[config.mk]
export PLATFORM = sky130hd
export DESIGN_NAME = alu_pipe
export DESIGN_NICKNAME = d
export VERILOG_FILES = /design/src/rtl/alu_pipe.sv
export SDC_FILE = /design/constraint.sdc
export NUM_CORES = 1
export LEC_CHECK = 0
export CAP_MARGIN = 15
export CORE_MARGIN = 5
export CORE_UTILIZATION = 47
export CTS_CLUSTER_DIAMETER = 30
export CTS_CLUSTER_SIZE = 28
export DETAILED_ROUTE_END_ITERATION = 10
export PLACE_DENSITY = 0.73
export RECOVER_POWER = 100
export SKIP_CTS_REPAIR_TIMING = 1
export SLEW_MARGIN = 20
export SYNTH_ARGS = -nofsm -noshare
export SYNTH_HDL_FRONTEND = slang
export SYNTH_SLANG_ARGS = --single-unit
[constraint.sdc]
create_clock -name clk -period 8.45 [get_ports clk]
set_input_delay 1.2675 -clock clk [delete_from_list [all_inputs] [get_ports clk]]
set_output_delay 1.2675 -clock clk [all_outputs]
set_load 0.01 [all_outputs]
[src/rtl/alu_pipe.sv]
// Handshaked WIDTH-bit ALU with registered result, Z/N/V flag register and iterative shift-add multiply.
// Build option ALU_SAT_EN: ADD/SUB saturate on signed overflow instead of wrapping.
//
// state | meaning
// IDLE  | single-cycle ops accepted when the output slot is free
// MUL   | shift-add multiply in progress, one partial-product step per edge
module alu_pipe #(
    parameter int WIDTH = 16,
    parameter int SHW   = $clog2(WIDTH)
) (
    input  logic             clk,
    input  logic             rst,
    input  logic             in_valid,
    output logic             in_ready,
    input  logic [3:0]       opcode,
    input  logic [WIDTH-1:0] op1,
    input  logic [WIDTH-1:0] op2,
    output logic             out_valid,
    input  logic             out_ready,
    output logic [WIDTH-1:0] result,
    output logic [2:0]       flags,
    output logic             busy
);
    localparam int MSB = WIDTH - 1;
    localparam int CW  = $clog2(WIDTH);

    localparam logic [3:0] OP_ADD    = 4'b0000;
    localparam logic [3:0] OP_SUB    = 4'b0001;
    localparam logic [3:0] OP_XOR    = 4'b0010;
    localparam logic [3:0] OP_MUL    = 4'b0011;
    localparam logic [3:0] OP_SLL    = 4'b0100;
    localparam logic [3:0] OP_SRA    = 4'b0101;
    localparam logic [3:0] OP_ROR    = 4'b0110;
    localparam logic [3:0] OP_PADDSB = 4'b0111;
    localparam logic [3:0] OP_LW     = 4'b1000;
    localparam logic [3:0] OP_SW     = 4'b1001;
    localparam logic [3:0] OP_LLB    = 4'b1010;
    localparam logic [3:0] OP_LHB    = 4'b1011;
    localparam logic [3:0] OP_PCS    = 4'b1110;

    typedef enum logic {S_IDLE, S_MUL} state_t;

    state_t           r_state, w_next_state;
    logic [CW-1:0]    r_cnt;
    logic [WIDTH-1:0] r_mcand, r_mplier, r_acc, w_acc_next;
    logic [WIDTH-1:0] r_result;
    logic             r_out_valid;
    logic [2:0]       r_flags;

    logic             w_accept, w_mul_start, w_mul_done, w_single;
    logic             w_wr_z, w_wr_nv;
    logic [WIDTH-1:0] w_alu_res;
    logic             w_ovf;

    logic [WIDTH-1:0] w_sum, w_diff, w_padd;
    logic [2*WIDTH-1:0] w_rot;
    logic [SHW-1:0]   w_shamt;
    logic             w_add_ovf, w_sub_ovf;

    // FSM: state register
    always_ff @(posedge clk) begin
        if (rst) r_state <= S_IDLE;
        else     r_state <= w_next_state;
    end

    // FSM: next state
    always_comb begin
        w_next_state = r_state;
        case (r_state)
            S_IDLE: if (w_mul_start) w_next_state = S_MUL;
            S_MUL:  if (w_mul_done)  w_next_state = S_IDLE;
            default: w_next_state = S_IDLE;
        endcase
    end

    // FSM: outputs
    always_comb begin
        busy     = (r_state == S_MUL);
        in_ready = (r_state == S_IDLE) && (!r_out_valid || out_ready);
    end

    assign w_accept    = in_valid && in_ready;
    assign w_mul_start = w_accept && (opcode == OP_MUL);
    assign w_single    = w_accept && (opcode != OP_MUL);
    assign w_mul_done  = (r_state == S_MUL) && (r_cnt == '0);
    assign w_acc_next  = r_acc + (r_mplier[0] ? r_mcand : '0);

    assign w_shamt   = op2[SHW-1:0];
    assign w_sum     = op1 + op2;
    assign w_diff    = op1 - op2;
    assign w_add_ovf = (op1[MSB] == op2[MSB]) && (w_sum[MSB] != op1[MSB]);
    assign w_sub_ovf = (op1[MSB] != op2[MSB]) && (w_diff[MSB] != op1[MSB]);
    assign w_rot     = {op1, op1} >> w_shamt;

`ifdef ALU_SAT_EN
    // Overflow direction follows op1's sign in both ADD and SUB.
    logic [WIDTH-1:0] w_sat_val;
    assign w_sat_val = op1[MSB] ? {1'b1, {(WIDTH-1){1'b0}}} : {1'b0, {(WIDTH-1){1'b1}}};
`endif

    for (genvar g = 0; g < WIDTH/4; g++) begin : g_lane
        logic [4:0] w_lsum;
        assign w_lsum = {op1[4*g+3], op1[4*g +: 4]} + {op2[4*g+3], op2[4*g +: 4]};
        assign w_padd[4*g +: 4] = (w_lsum[4] != w_lsum[3]) ? (w_lsum[4] ? 4'b1000 : 4'b0111)
                                                             : w_lsum[3:0];
    end

    always_comb begin
        w_alu_res = '1;
        w_ovf     = 1'b0;
        case (opcode)
            OP_ADD: begin
                w_ovf = w_add_ovf;
`ifdef ALU_SAT_EN
                w_alu_res = w_add_ovf ? w_sat_val : w_sum;
`else
                w_alu_res = w_sum;
`endif
            end
            OP_SUB: begin
                w_ovf = w_sub_ovf;
`ifdef ALU_SAT_EN
                w_alu_res = w_sub_ovf ? w_sat_val : w_diff;
`else
                w_alu_res = w_diff;
`endif
            end
            OP_XOR:        w_alu_res = op1 ^ op2;
            OP_SLL:        w_alu_res = op1 << w_shamt;
            OP_SRA:        w_alu_res = $unsigned($signed(op1) >>> w_shamt);
            OP_ROR:        w_alu_res = w_rot[WIDTH-1:0];
            OP_PADDSB:     w_alu_res = w_padd;
            OP_LW, OP_SW:  w_alu_res = {op1[WIDTH-1:1], 1'b0} + {op2[WIDTH-2:0], 1'b0};
            OP_LLB:        w_alu_res = {op1[WIDTH-1:WIDTH/2], op2[WIDTH/2-1:0]};
            OP_LHB:        w_alu_res = {op2[WIDTH/2-1:0], op1[WIDTH/2-1:0]};
            OP_PCS:        w_alu_res = op1 + WIDTH'(2);
            default:       w_alu_res = '1;
        endcase
    end

    always_comb begin
        w_wr_nv = (opcode == OP_ADD) || (opcode == OP_SUB);
        w_wr_z  = w_wr_nv || (opcode == OP_XOR) || (opcode == OP_SLL)
                  || (opcode == OP_SRA) || (opcode == OP_ROR);
    end

    // Multiplier datapath: down-counter terminal count marks the final step.
    always_ff @(posedge clk) begin
        if (rst) begin
            r_cnt    <= '0;
            r_mcand  <= '0;
            r_mplier <= '0;
            r_acc    <= '0;
        end else if (w_mul_start) begin
            r_cnt    <= CW'(WIDTH - 1);
            r_mcand  <= op1;
            r_mplier <= op2;
            r_acc    <= '0;
        end else if (r_state == S_MUL) begin
            r_acc    <= w_acc_next;
            r_mcand  <= r_mcand << 1;
            r_mplier <= r_mplier >> 1;
            if (r_cnt != '0) r_cnt <= r_cnt - 1'b1;
        end
    end

    always_ff @(posedge clk) begin
        if (rst) begin
            r_result    <= '0;
            r_out_valid <= 1'b0;
            r_flags     <= 3'b000;
        end else if (w_single) begin
            r_result    <= w_alu_res;
            r_out_valid <= 1'b1;
            if (w_wr_z) r_flags[0] <= (w_alu_res == '0);
            if (w_wr_nv) begin
                r_flags[1] <= w_alu_res[MSB];
                r_flags[2] <= w_ovf;
            end
        end else if (w_mul_done) begin
            r_result    <= w_acc_next;
            r_out_valid <= 1'b1;
            r_flags[0]  <= (w_acc_next == '0);
        end else if (r_out_valid && out_ready) begin
            r_out_valid <= 1'b0;
        end
    end

    assign result    = r_result;
    assign out_valid = r_out_valid;
    assign flags     = r_flags;

endmodule

======== Yosys cells after proc, flatten, opt, wreduce, memory -nomap -nowiden ========
Cells that the tools add are included.
word-level totals
  logic and storage cells ................. 104
  flip-flop bits (word level) ............. 73
  output and inout bits ................... 22
cells by class
  bitwise gates (word level) .............. 2
  muxes and demuxes ....................... 29
  reduce and logical (&&, ||, !) cells .... 29
  add/subtract/negate cells ............... 10
  shift operators ......................... 3
  equality and inequality tests ........... 22
operators with widths
  kind                   count
  $pmux 16 s11           1
  $mux 16                7
  $add 16x16->16         3
  $mux 4                 11
  $logic_not 16->1       2
  $shr 32x4->16          1
  $add 4x4->5            4
  $eq 4x4->1 const B     5
  $add 16x2->16 const B  1
  $eq 4x3->1 const B     4
  $shl 16x4->16          1
  $sshr 16x4->16         1
  $sub 16x16->16         1
  $xor 16x16->16         1
  $eq 4x2->1 const B     2
  $logic_and 1x1->1      8
  $logic_not 4->1        2
  $mux 1                 8
  $ne 1x1->1             7
  $logic_or 1x1->1       6
  $reduce_and 2->1       3
  $reduce_bool 2->1      3
  $eq 4x1->1 const B     1
  $ne 4x2->1 const B     1
  other kinds (9)        11

======== Logic depth before layout (Yosys ltp) ========
  depth in word-level cells ............... 8
  gate-level depth with buffers ........... 19
  depth with buffers taken out ............ 17

======== Worst setup path after synthesis ========
OpenSTA, ideal clock, no wires.
  path type ............................... input to register
  start ................................... in opcode[3]
  end ..................................... reg r_flags[0] (netlist: flags[0])
  data arrival time ....................... 5.174 ns
  setup slack ............................. 3.219 ns
  cell stages on the path ................. 19
  setup time .............................. 0.057 ns
  required time ........................... 8.393 ns
  cell sequence ........................... buf_2 clkbuf_1 clkbuf_1 clkbuf_1 nand3_1 nand2_1 ha_1 inv_1 fa_1 nor2b_1 o31a_1 o2111ai_1 nand3b_1 xnor2_1 o221ai_1 or4b_2 or4_1 nor4_2 a21o_1
on the way
  cells in the longest elaborated chain, start to end .. 8
  elaborated cells on any way between the ends .. 27
  those cells by class .................... eq/ne (13); mux (3); reduce/logical (11)
ends and longest elaborated chain
  item                                                  RTL line  text
  from (decl)                                           15        input logic [3:0] opcode,
  branches (longest 8 deep; another with $pmux 16 s11)  --
  to (signal assigned)                                  175       if (w_wr_z) r_flags[0] <= (w_alu_res == '0);
  to (signal assigned)                                  183       r_flags[0] <= (w_acc_next == '0);
  to (decl)                                             48        logic [2:0] r_flags;
Parallel ways; which one is timed is not known. The select of a mux whose other input is x is not followed.
A chain may end at the register's enable or synchronous reset.

======== Final worst setup path ========
  start ................................... in opcode[0]
  end ..................................... reg r_flags[0] (netlist: flags[0])
The elaborated chain is that of the path after synthesis.

==> results.py <==
metrics = {
    "sta": {
        "worstMarginPinSlew_ns": 3.070,
        "timing_max_transition_violations_final": 138,
        "timing.final.ws_setup_ns": 1.541,
        "final.setup.tns_ns": 0,
        "setup_repair_after_global_routing_missed_its_margin": "false",
        "finalHoldViolations": 0,
        "achievable-frequency_ghz": 0.1447,
        "finalCriticalPeriod_ns": 6.909,
        "skew_ns": 0.007564,
        "max-slew-margin-rel_pct": -104.6,
        "setup_viol": 0,
        "final_min_period_over_clock_period_pct": 81.77,
    },
    "synthesis": {
        "synth.ff_latch_count": 73,
        "syn_nets": 1350,
        "syn_inst": 1238,
        "yosys-mux-area-fraction_pct": 11.77,
        "synth.avg_cell_area_um2": 7.506,
        "synth-xor-area-share_pct": 4.241,
        "yosys_most_used_dff": "sky130_fd_sc_hd__dfxtp_1",
        "yosys.area_share.simple_pct": 20.75,
        "synth-adder-area-share_pct": 10.26,
        "synth.distinct_cells": 92,
        "async_s_r_ff_share_synth_pct": 0,
        "synth_enable_flop_cells": 0,
        "synth_sequential_area_ratio_pct": 15.73,
        "synth.yosys.warnings": 0,
        "post_synthesis_compound_gate_area_fraction_pct": 30.40,
        "combinational_family_with_the_most_area_after_synthesis": "compound AO/OA/AOI/OAI gates",
        "syn-cell-area_mm2": 0.009293,
    },
    "detailed_routing": {
        "routedWlPerCell_um": 22.58,
        "post-route-drc-count": 0,
        "totalWireLength_mm": 33.81,
        "vias": 9895,
        "detail_route.iter0.violations": 1130,
        "drt_pass1_iterations": 6,
        "ant_nets": 0,
        "drt_via_density": 6.610,
    },
    "floorplanning": {
        "die_w_um": 150.6,
        "fp.dieH_um": 150.6,
        "start_util_pct": 47.75,
        "boundaryPins": 62,
        "core_region_area_mm2": 0.01946,
        "dieArea_mm2": 0.02268,
        "placementRows": 51,
    },
    "power_and_ir_drop": {
        "net-switching-power_mw": 0.4785,
        "p_leak_nw": 3.861,
        "post-layout-total-power_mw": 1.227,
        "seqPwrFrac_pct": 29.7,
        "power_frac_comb_pct": 41.4,
        "switching_portion_of_total_power_pct": 39.00,
        "vdd_ir_drop_max_v": 0.0001061,
        "power-per-cell-area_mw_per_mm2": 120.9,
        "clock_power_share_pct": 28.9,
        "power.internal_mw": 0.7484,
    },
    "setup_path": {
        "timing.critical_path.from_type": "input pin",
        "criticalPathCategory": "in2reg",
        "crit_path_max_fanout": 43,
        "cp_data_arrival_time_ns": 7.20,
        "worstPathRequired_ns": 8.74,
        "worstSetupEndpointType": "register",
    },
    "placed_design": {
        "gpl.final_weighted_congestion": 1.084,
        "placement.io_buffers": 61,
        "dpl-instance-area_mm2": 0.009887,
        "dpl_worst_slack_ns": 2.041,
        "place.detailed.hpwl_mm": 25.46,
        "placed_cells": 1481,
    },
    "cells_and_area": {
        "n_fill_cell": 1913,
        "syn_to_final_growth_pct": 9.183,
        "post-route-cell-area_mm2": 0.01015,
        "layout_nets": 1339,
        "non_filler_instances": 1497,
        "post_route_cells_drive_above_1_share_pct": 6.737,
        "antenna_cells": 0,
    },
    "clock_network": {
        "cts_buffer_count": 9,
        "worst_skew_pair.late_latency_ns": 0.34,
        "clock-root-buffer": "sky130_fd_sc_hd__clkbuf_16",
        "tritoncts_clock_tree": "yes",
        "tritoncts_num_sinks": 73,
        "htreeDepth": 3,
        "clkTransAtPathRegs_ns": 0.06,
        "clock_path_buffers": 2,
    },
    "global_route": {
        "grt_start_max_net_pins": 61,
        "grt_overflow_total": 0,
        "globalRouteTotalUtil_pct": 29.51,
        "grt_first_pass_wirelength_mm": 52.63,
        "grt_pass1_vias": 9042,
        "initial_antenna_violation_count": 0,
    },
    "status": {
        "run_status": "finished with violations",
        "failed_checks": "capacitance limit, slew limit",
    },
    "job": {
        "maxCapViolCount": 3,
    },
    "worst_hold_path": {
        "hold_path_class": "reg2reg",
    },
}
-- synthesized netlist by cell type (4+ instances only) --
library cell	count	share of area (%)
sky130_fd_sc_hd__and3_1	5	0.34
sky130_fd_sc_hd__buf_6	4	0.48
sky130_fd_sc_hd__o21ai_0	55	3.0
sky130_fd_sc_hd__a211oi_1	31	2.5
sky130_fd_sc_hd__and2_1	19	1.3
sky130_fd_sc_hd__o2111ai_1	10	0.94
sky130_fd_sc_hd__o31ai_1	6	0.48
sky130_fd_sc_hd__ha_1	65	8.8
sky130_fd_sc_hd__buf_1	10	0.40
sky130_fd_sc_hd__xnor2_1	33	3.1
sky130_fd_sc_hd__xor2_1	12	1.1
sky130_fd_sc_hd__a32oi_1	4	0.38
sky130_fd_sc_hd__or3_1	11	0.74
sky130_fd_sc_hd__nand3_1	22	1.2
sky130_fd_sc_hd__nor2b_1	17	1.1
sky130_fd_sc_hd__mux2_2	10	1.2
sky130_fd_sc_hd__buf_4	5	0.40
sky130_fd_sc_hd__a21o_1	13	1.1
sky130_fd_sc_hd__inv_1	44	1.8
sky130_fd_sc_hd__nand2b_1	21	1.4
sky130_fd_sc_hd__nor3_1	35	1.9
sky130_fd_sc_hd__fa_1	7	1.5
sky130_fd_sc_hd__a22oi_1	31	2.5
sky130_fd_sc_hd__a221oi_1	7	0.66
sky130_fd_sc_hd__a31oi_1	22	1.5
sky130_fd_sc_hd__or4_1	10	0.81
sky130_fd_sc_hd__mux4_2	16	3.9
sky130_fd_sc_hd__a32o_1	4	0.43
sky130_fd_sc_hd__nor4_1	4	0.27
sky130_fd_sc_hd__o211ai_1	21	1.7
sky130_fd_sc_hd__nand3b_1	4	0.32
sky130_fd_sc_hd__buf_2	22	1.2
sky130_fd_sc_hd__o221ai_1	7	0.66
sky130_fd_sc_hd__nor2_1	112	4.5
sky130_fd_sc_hd__nand2_1	114	4.6
sky130_fd_sc_hd__mux2i_1	62	6.7
sky130_fd_sc_hd__dfxtp_1	73	16
sky130_fd_sc_hd__o31a_1	4	0.38
sky130_fd_sc_hd__o21a_1	8	0.65
sky130_fd_sc_hd__a21oi_1	116	6.2
sky130_fd_sc_hd__clkinv_1	4	0.16
sky130_fd_sc_hd__clkbuf_1	57	2.3
sky130_fd_sc_hd__o22ai_1	18	1.2
-- critical path: stages --
cell and delay [ns]:
sky130_fd_sc_hd__dlygate4sd3_1 0.60, sky130_fd_sc_hd__clkbuf_1 1.57, sky130_fd_sc_hd__nand2_1 0.66, sky130_fd_sc_hd__nor3_1 0.54, sky130_fd_sc_hd__nor2_1 0.08, sky130_fd_sc_hd__clkbuf_1 0.36, sky130_fd_sc_hd__nor4b_1 0.36, sky130_fd_sc_hd__nand3b_1 0.12
sky130_fd_sc_hd__or4_1 0.39, sky130_fd_sc_hd__or4_1 0.39, sky130_fd_sc_hd__or4_1 0.43, sky130_fd_sc_hd__o31ai_1 0.31, sky130_fd_sc_hd__a21o_1 0.12
-- power groups by stage --
stage | logic (mW) | clock network [mW] | registers, mW
after floorplan | 0.336 | 0 | 0.374
after global placement | 0.496 | 0 | 0.372
after detailed placement | 0.496 | 0 | 0.372
after CTS | 0.499 | 0.357 | 0.365
after global routing | 0.547 | 0.375 | 0.366
final | 0.508 | 0.354 | 0.365
-- cells by family after synthesis --
logic type | Yosys count
flops | 73
fa+ha+maj | 72
buf+inv | 149
mux | 88
xor+xnor | 45
simple gates | 396
compound gates | 415
-- routing by layer --
layer | GRT usage (%) | up-vias | part of all wire (%)
met1 | 40.98 | 4701 | 43
li1 | - | 4605 | -
met2 | 45.93 | 496 | 44
met4 | 9.610 | 0 | 3.9
met3 | 5.900 | 93 | 8.9
met5 | 0 | - | 0
-- stage by stage --
stage	hold WS (ns)	utilization, %
2_1_floorplan	0.4360	-
3_3_place_gp	0.4440	50.80
3_5_place_dp	0.4491	50.80
4_1_cts	0.4572	52.20
5_1_grt	0.4717	52.13
6_report	0.4540	52.13
-- cell usage in the layout (no fill, tap or decap), drive strengths merged, types with 21 or more instances in the layout --
| cell | n |
|---|---|
| a21oi | 118 |
| inv | 47 |
| mux2i | 62 |
| nor2 | 112 |
| ha | 65 |
| nand2 | 114 |
| nor3 | 36 |
| o211ai | 21 |
| dlygate4sd3 | 22 |
| a211oi | 32 |
| dfxtp | 73 |
| o21ai | 57 |
| nand3 | 22 |
| xnor2 | 33 |
| nand2b | 21 |
| a22oi | 32 |
| clkdlybuf4s50 | 35 |
| a31oi | 22 |
-- worst paths after layout --
kind,start,slack (ns),endpoint,cells after the start
max,opcode[0],1.54,flags[0],13
min,r_mplier[9],0.45,r_mplier[9],2
max reg2reg,r_mplier[0],4.32,flags[0],14
min reg2reg,r_mplier[9],0.45,r_mplier[9],2
-- state kept, by name, summed over array words and instances (netlist names) --
signal / flops
busy: 1
flags: 3
out_valid: 1
r_acc: 16
r_cnt: 4
r_mcand: 16
r_mplier: 16
result: 16
-- cell type report --
class                      instances  area (µm²)  share of cell area, %
timing repair buffer              77       695.7                  6.857
clock inverter                     6       43.79                 0.4316
clock buffer                      10       229.0                  2.257
sequential                        73        1461                  14.40
tap                              265       331.6                  3.268
inverter                          50       187.7                  1.850
multi-input combinational       1016        7197                  70.93
Power figures use the tool's default switching activity.
